## config.mk

```make
export PLATFORM = sky130hd
export DESIGN_NAME = pipe_stage_queue
export DESIGN_NICKNAME = d
export VERILOG_FILES = /design/src/rtl/pipe_stage_queue.sv
export SDC_FILE = /design/constraint.sdc
export NUM_CORES = 1
export LEC_CHECK = 0
export CORE_MARGIN = 1
export CORE_UTILIZATION = 52
export CTS_BUF_LIST = sky130_fd_sc_hd__clkbuf_8
export DETAILED_ROUTE_END_ITERATION = 6
export GPL_TIMING_DRIVEN = 0
export PLACE_DENSITY = 0.83
export SLEW_MARGIN = 20
export SYNTH_ARGS = -nofsm -noshare
export SYNTH_HDL_FRONTEND = slang
export SYNTH_SLANG_ARGS = --single-unit
```

## constraint.sdc

```tcl
create_clock -name clk -period 2.7 [get_ports clk]
set_input_delay 0.405 -clock clk [delete_from_list [all_inputs] [get_ports clk]]
set_output_delay 0.405 -clock clk [all_outputs]
set_load 0.005 [all_outputs]
```

## src/rtl/pipe_stage_queue.sv

```systemverilog
// rtl/pipe_stage_queue.sv - DEPTH-entry valid/ready inter-stage queue with single-cycle flush
module pipe_stage_queue #(
  parameter int DATA_W = 64,
  parameter int PID_W  = 2,
  parameter int DEPTH  = 2,
  localparam int CNT_W = $clog2(DEPTH) + 1
) (
  input  logic              clk,
  input  logic              reset,
  input  logic              flush_i,
  input  logic              valid_i,
  output logic              ready_o,
  input  logic [DATA_W-1:0] data_i,
  input  logic [PID_W-1:0]  pID_i,
  output logic              valid_o,
  input  logic              ready_i,
  output logic [DATA_W-1:0] data_o,
  output logic [PID_W-1:0]  pID_o,
  output logic [CNT_W-1:0]  count_o,
  output logic              overflow_o
);

  localparam int PTR_W = $clog2(DEPTH);
  localparam int ENT_W = PID_W + DATA_W;

  logic [ENT_W-1:0] mem [DEPTH];
  logic [PTR_W-1:0] rd_ptr;
  logic [PTR_W-1:0] wr_ptr;
  logic [CNT_W-1:0] count;
  logic             push;
  logic             pop;
  logic [CNT_W-1:0] count_nxt;

  always_comb begin
    push      = valid_i && ready_o && !flush_i;
    pop       = valid_o && ready_i && !flush_i;
    count_nxt = count + CNT_W'(push) - CNT_W'(pop);
  end

  // ready_o/valid_o are registered from the next count so ready_i never reaches ready_o
  always_ff @(posedge clk) begin
    if (reset) begin
      for (int i = 0; i < DEPTH; i++) mem[i] <= '0;
      rd_ptr     <= '0;
      wr_ptr     <= '0;
      count      <= '0;
      ready_o    <= 1'b1;
      valid_o    <= 1'b0;
      overflow_o <= 1'b0;
    end else if (flush_i) begin
      rd_ptr  <= '0;
      wr_ptr  <= '0;
      count   <= '0;
      ready_o <= 1'b1;
      valid_o <= 1'b0;
    end else begin
      if (push) begin
        mem[wr_ptr] <= {pID_i, data_i};
        wr_ptr      <= wr_ptr + PTR_W'(1);
      end
      if (pop) rd_ptr <= rd_ptr + PTR_W'(1);
      count   <= count_nxt;
      ready_o <= (count_nxt != CNT_W'(DEPTH));
      valid_o <= (count_nxt != '0);
      if (valid_i && !ready_o) overflow_o <= 1'b1;
    end
  end

  assign {pID_o, data_o} = mem[rd_ptr];
  assign count_o         = count;

endmodule

```

==> impl_metrics.yaml, run 1 <==
layout:
  layout_common_cells: "141 x clkdlybuf4s50_1, 132 x and3_1, 132 x edfxtp_1, 66 x mux2_2, 18 x clkbuf_8"
  final_common_cell: "clkdlybuf4s50_1"
  num_antenna_cells: 0
  seqCellArea_um2: 4120
  area_growth_pct: 33.0
  multi_input_area_um2: 1790
  post_route_cells_drive_above_1_share_pct: 22.0
  fillers: 781
  final_cell_area_um2: 8150
  nNetsFinal: 637
clock_tree:
  cts_buffer_depth: 2
  hold_buffers: 0
  post_cts_buffers: 0
  cts_num_sinks: 140
  cts_buffers: 17
  ctsHtreeMaxLevel: 4
  cts_root_buffer: "clkbuf_8"
  cts_resized: 0
  cts_tree: "built"
  insertion_delay_ns: 0.43
  path_clk_slew_ns: 0.08
placed_design:
  place_area_um2: 7780
  dpl_worst_slack_ns: 0.0204
  place_congestion: 0.735
  dp_hpwl_mm: 8.85
  io_buffers: 141
grt:
  busiest_layer: "met2"
  grt_use_total_pct: 22.5
  grt.met1_usage_pct: 27.5
  gr-total-overflow: 0
  grt_pass1_vias: 4161
  grt_use_met3_pct: 5.98
  antenna_found_initial: 0
  met2_usage_pct: 37.9
  grt_pass1_wl_mm: 21.1
  grt_max_degree: 35
critical_path:
  cp-start-kind: "register"
  cp_cell_sequence: "clkbuf_4 > clkbuf_4 > mux2_2 > clkdlybuf4s50_1"
  slowest_stage: "clkdlybuf4s50_1"
  crit_buf_inv: 3
  worstPathRequired_ns: 2.30
  crit_type: "reg -> out"
  end_kind: "output pin"
  rrSetupSlack_ns: 0.60
  cp_slowest_stage_delay_ns: 0.46
  cpMostUsedCell: "clkbuf_4"
  critPathTopFamily: "buffers and inverters"
  critPathMaxFanout: 10
  arrival_ns: 2.13
drt:
  drtPass1Iterations: 4
  ant_nets: 0
  wl_per_cell_um: 18.2
  wl_mm: 13.1
  vias: 3996
  drc_errors: 0
  drt_iter0_drc: 179
  vias_per_cell: 5.55
yosys:
  synth-edff-count: 132
  ys_types: 24
  yosys_most_used_dff: "edfxtp_1"
  avgSynthCellArea_um2: 15.2
  synth-seq-area-share_pct: 67.3
  synthArstFlopShare_pct: 0
  synth-seq-cells: 140
  synth_warnings: 0
  syn_inst: 402
  synthesis.area_um2: 6130
  syn_nets: 475
floorplanning:
  rows: 39
  start_util_pct: 53.4
  dieHeight_um: 111
  core_area_um2: 11500
  io_pins: 142
  fp.dieW_um: 111
  die_area_um2: 12200
hold_path:
  hp-class: "reg -> reg"
job:
  maxCapViolations: 0
power:
  leakagePower_nw: 3.49
  power_frac_clock_pct: 34.0
  intPower_w: 0.00354
  p_comb_share_pct: 11.4
  switching_share_pct: 22.9
  vdd_drop_max_v: 0.000320
  power.density_nw_per_um2: 563
  seq_power_share_pct: 54.6
  power.switching_w: 0.00105
timing:
  finalClockSkew_ns: 0.0106
  drv_slew: 0
  slew-limit-headroom_pct: 65.3
  clock.fmax_mhz: 394
  worstMarginPinSlew_ns: 0.521
  finalCritPeriodShare_pct: 94.0
  layout_setup_ws_ns: 0.161
  rsz0062_at_grt: "false"
  fin_tns_setup_ns: 0
  finalHoldViolCount: 0
  setup_violations: 0
  fin_crit_ns: 2.54
run_status:
  status: "completed"
==> tightest hold or removal path: stages, from the launching register on <==
cell and delay (ns):
dfxtp_1 0.32, inv_1 0.05, a21oi_1 0.05
==> routing by layer <==
| metal | wire, µm | vias to the layer above |
|---|---|---|
| met1 | 5410 | 1975 |
| met5 | 0 | - |
| met4 | 259 | 0 |
| li1 | - | 1864 |
| met3 | 685 | 18 |
| met2 | 6730 | 139 |
==> cells in the mapped netlist, types with 2 or more instances <==
cell	n	area, µm²
a21bo_2	2	20.0
a21oi_1	4	20.0
a31o_2	2	17.5
and2_1	2	12.5
and3_1	132	826
buf_2	7	35.0
buf_6	10	113
clkbuf_1	17	63.8
clkbuf_2	2	10.0
dfxtp_1	8	160
edfxtp_1	132	3960
ha_1	2	25.0
inv_1	2	7.51
mux2_2	66	743
nand3b_1	4	30.0
nor2_1	2	7.51
==> sequential cells by signal, indices dropped and copies added (netlist names), named ones only <==
name / cells
ready_o: 1
mem: 132
wr_ptr: 1
count_o: 2
overflow_o: 1
rd_ptr: 1
valid_o: 1
==> through the flow <==
step                      hold WS (ns)  std cells  utilization (%)  power, W
after floorplan                  0.436        402                -   0.00275
after global placement           0.439        686             67.3   0.00306
after detailed placement         0.445        688             67.8   0.00308
after CTS                        0.463        720             71.0   0.00461
after global routing             0.505        720             71.1   0.00476
final                            0.460        720             71.1   0.00459
==> final cells by class <==
cell class,instances,share of cell area (%)
clock buffers,18,3.04
repair buffers,143,17.8
flip-flops and latches,140,50.6
inverters,2,0.0921
well taps,143,2.19
multi-input cells,224,22.0
clock inverters,14,1.41
plain buffers,36,2.87
==> path summary, 6_finish.rpt <==
check             cells after the start       start    endpoint
setup / recovery                      4    register  data_o[52]
hold / removal                        2  overflow_o  overflow_o
setup reg to reg                      4      wr_ptr  mem[1][40]
hold reg to reg                       2  overflow_o  overflow_o
==> power groups by stage <==
stage | registers, W | clock network (W) | logic [W]
5_1_grt | 0.00252 | 0.00168 | 0.000560
2_1_floorplan | 0.00255 | 0 | 0.000201
6_report | 0.00251 | 0.00156 | 0.000522
3_5_place_dp | 0.00256 | 0 | 0.000521
4_1_cts | 0.00251 | 0.00158 | 0.000526
3_3_place_gp | 0.00256 | 0 | 0.000503
==> cell families after synthesis <==
| family | Yosys count | synth area share, % |
|---|---|---|
| and+or+nand+nor | 146 | 15.0 |
| DFF | 140 | 67.3 |
| muxes | 66 | 12.1 |
| buffers and inverters | 38 | 3.74 |
| AOI/OAI and AO/OA | 9 | 1.06 |
| adders and majority gates | 2 | 0.408 |
| xor gates and xnor gates | 1 | 0.388 |
Note: power is estimated with default switching activity, not from simulation.
==> run 2, diff against run 1 <==
--- a/config.mk
+++ b/config.mk
@@ -11,6 +11,7 @@
 export DETAILED_ROUTE_END_ITERATION = 6
 export GPL_TIMING_DRIVEN = 0
 export PLACE_DENSITY = 0.83
+export SETUP_SLACK_MARGIN = 0.02
 export SLEW_MARGIN = 20
 export SYNTH_ARGS = -nofsm -noshare
 export SYNTH_HDL_FRONTEND = slang
==> impl_metrics.yaml, run 2 (synthesized netlist as in run 1, its figures left out) <==
run_status:
  status: "completed"
power:
  finalPower_w: 0.00459
  leakagePower_nw: 3.50
  power.density_nw_per_um2: 563
  vdd_drop_max_v: 0.000320
critical_path:
  ff2ff_path_depth: 4
  worstReg2RegEnd: "mem[1][40]"
  cp-start-kind: "register"
  critPathMaxFanout: 10
  worstPathRequired_ns: 2.30
  r2r-start: "wr_ptr"
  rrSetupSlack_ns: 0.61
  crit_end: "data_o[16]"
  crit_type: "reg -> out"
  end_kind: "output pin"
  arrival_ns: 2.12
floorplanning:
  start_util_pct: 53.4
  dieHeight_um: 111
  die_area_um2: 12200
  rows: 39
  core_area_um2: 11500
  io_pins: 142
  fp.dieW_um: 111
layout:
  utilization_pct: 71.1
  multi_input_area_um2: 1790
  final_common_cell: "clkdlybuf4s50_1"
  area_growth_pct: 33.0
  largest_reg_flops: 132
  post_route_cells_drive_above_1_share_pct: 22.0
  fillers: 781
  layout_common_cells: "141 x clkdlybuf4s50_1, 132 x and3_1, 132 x edfxtp_1, 66 x mux2_2, 18 x clkbuf_8"
  largest_register: "mem"
  nNetsFinal: 637
  seqCellArea_um2: 4120
  final_cell_area_um2: 8150
  num_antenna_cells: 0
timing:
  setup_violations: 0
  fin_tns_setup_ns: 0
  finalHoldViolCount: 0
  drv_slew: 0
  rsz0062_at_grt: "false"
  fin_crit_ns: 2.52
  finalCritPeriodShare_pct: 93.4
  clock.fmax_mhz: 396
  finalClockSkew_ns: 0.0122
  worstMarginPinSlew_ns: 0.518
  hold_slack_ns: 0.460
  slew-limit-headroom_pct: 65.5
drt:
  vias_per_cell: 5.54
  drt_iter0_drc: 182
  drtPass1Iterations: 4
  drc_errors: 0
  wl_per_cell_um: 18.1
  ant_nets: 0
  vias: 3990
  wl_mm: 13.0
placed_design:
  io_buffers: 141
  place_congestion: 0.735
  place_area_um2: 7780
  dp_hpwl_mm: 8.85
clock_tree:
  path_clk_slew_ns: 0.08
  cts_root_buffer: "clkbuf_8"
  ctsHtreeMaxLevel: 4
  cts_buffers: 17
  post_cts_buffers: 0
  cts_tree: "built"
  cts_num_sinks: 140
  cts_buffer_depth: 2
  insertion_delay_ns: 0.43
grt:
  grt_pass1_wl_mm: 21.1
  grt_use_total_pct: 22.5
  antenna_found_initial: 0
  grt_max_degree: 35
  gr-total-overflow: 0
  grt_pass1_vias: 4165
hold_path:
  hp-class: "reg -> reg"
job:
  maxCapViolations: 0
run 2: cell types whose count changed in the layout (fill, tap and decap cells not counted), sizes merged:
| cell | change |
|---|---|
| buf | +2 |
| clkbuf | -2 |
run 2: final cells by class:
type,count,share of cell area (%)
plain buffers,36,2.87
clock buffers,18,3.04
clock inverters,14,1.41
inverters,2,0.0921
multi-input cells,224,22.0
flip-flops and latches,140,50.6
well taps,143,2.19
repair buffers,143,17.8
run 2: timing repair:
action,in CTS,in global routing
hold buffers,0,0
endpoints found under the hold margin,0,0
endpoints found under the setup margin,3,20
cloned,0,0
resized for setup,2,3
run 2: worst min-delay path by stage:
stage	startpoint	endpoint	cells after the start
after floorplan	overflow_o	overflow_o	2
after global placement	overflow_o	overflow_o	2
after detailed placement	overflow_o	overflow_o	2
after CTS	overflow_o	overflow_o	2
after global routing	overflow_o	overflow_o	2
final	overflow_o	overflow_o	2
run 2: metrics by stage:
| stage | std cells | setup slack, ns |
|---|---|---|
| after global routing | 720 | 0.0593 |
| after floorplan | 402 | 0.599 |
| after detailed placement | 688 | 0.0204 |
| final | 720 | 0.177 |
| after global placement | 686 | -0.651 |
| after CTS | 720 | 0.0153 |
run 2: worst max-delay path: stages (launching register included):
cell and delay, ns:
dfxtp_1 0.35, clkbuf_4 0.26, clkbuf_4 0.27, mux2_2 0.36, clkdlybuf4s50_1 0.45
run 2: where the power goes:
| part | internal [W] | switching, W |
|---|---|---|
| logic | 0.000306 | 0.000216 |
| registers | 0.00248 | 0.0000263 |
| clock network | 0.000753 | 0.000809 |
run 2: per-layer routing:
layer  GRT usage (%)  routed length (µm)  vias to the layer above
li1                -                   -                     1864
met1            27.5                5320                     1960
met2            37.9                6740                      148
met3            5.98                 694                       18
met4            9.42                 260                        0
met5               0                   0                        -
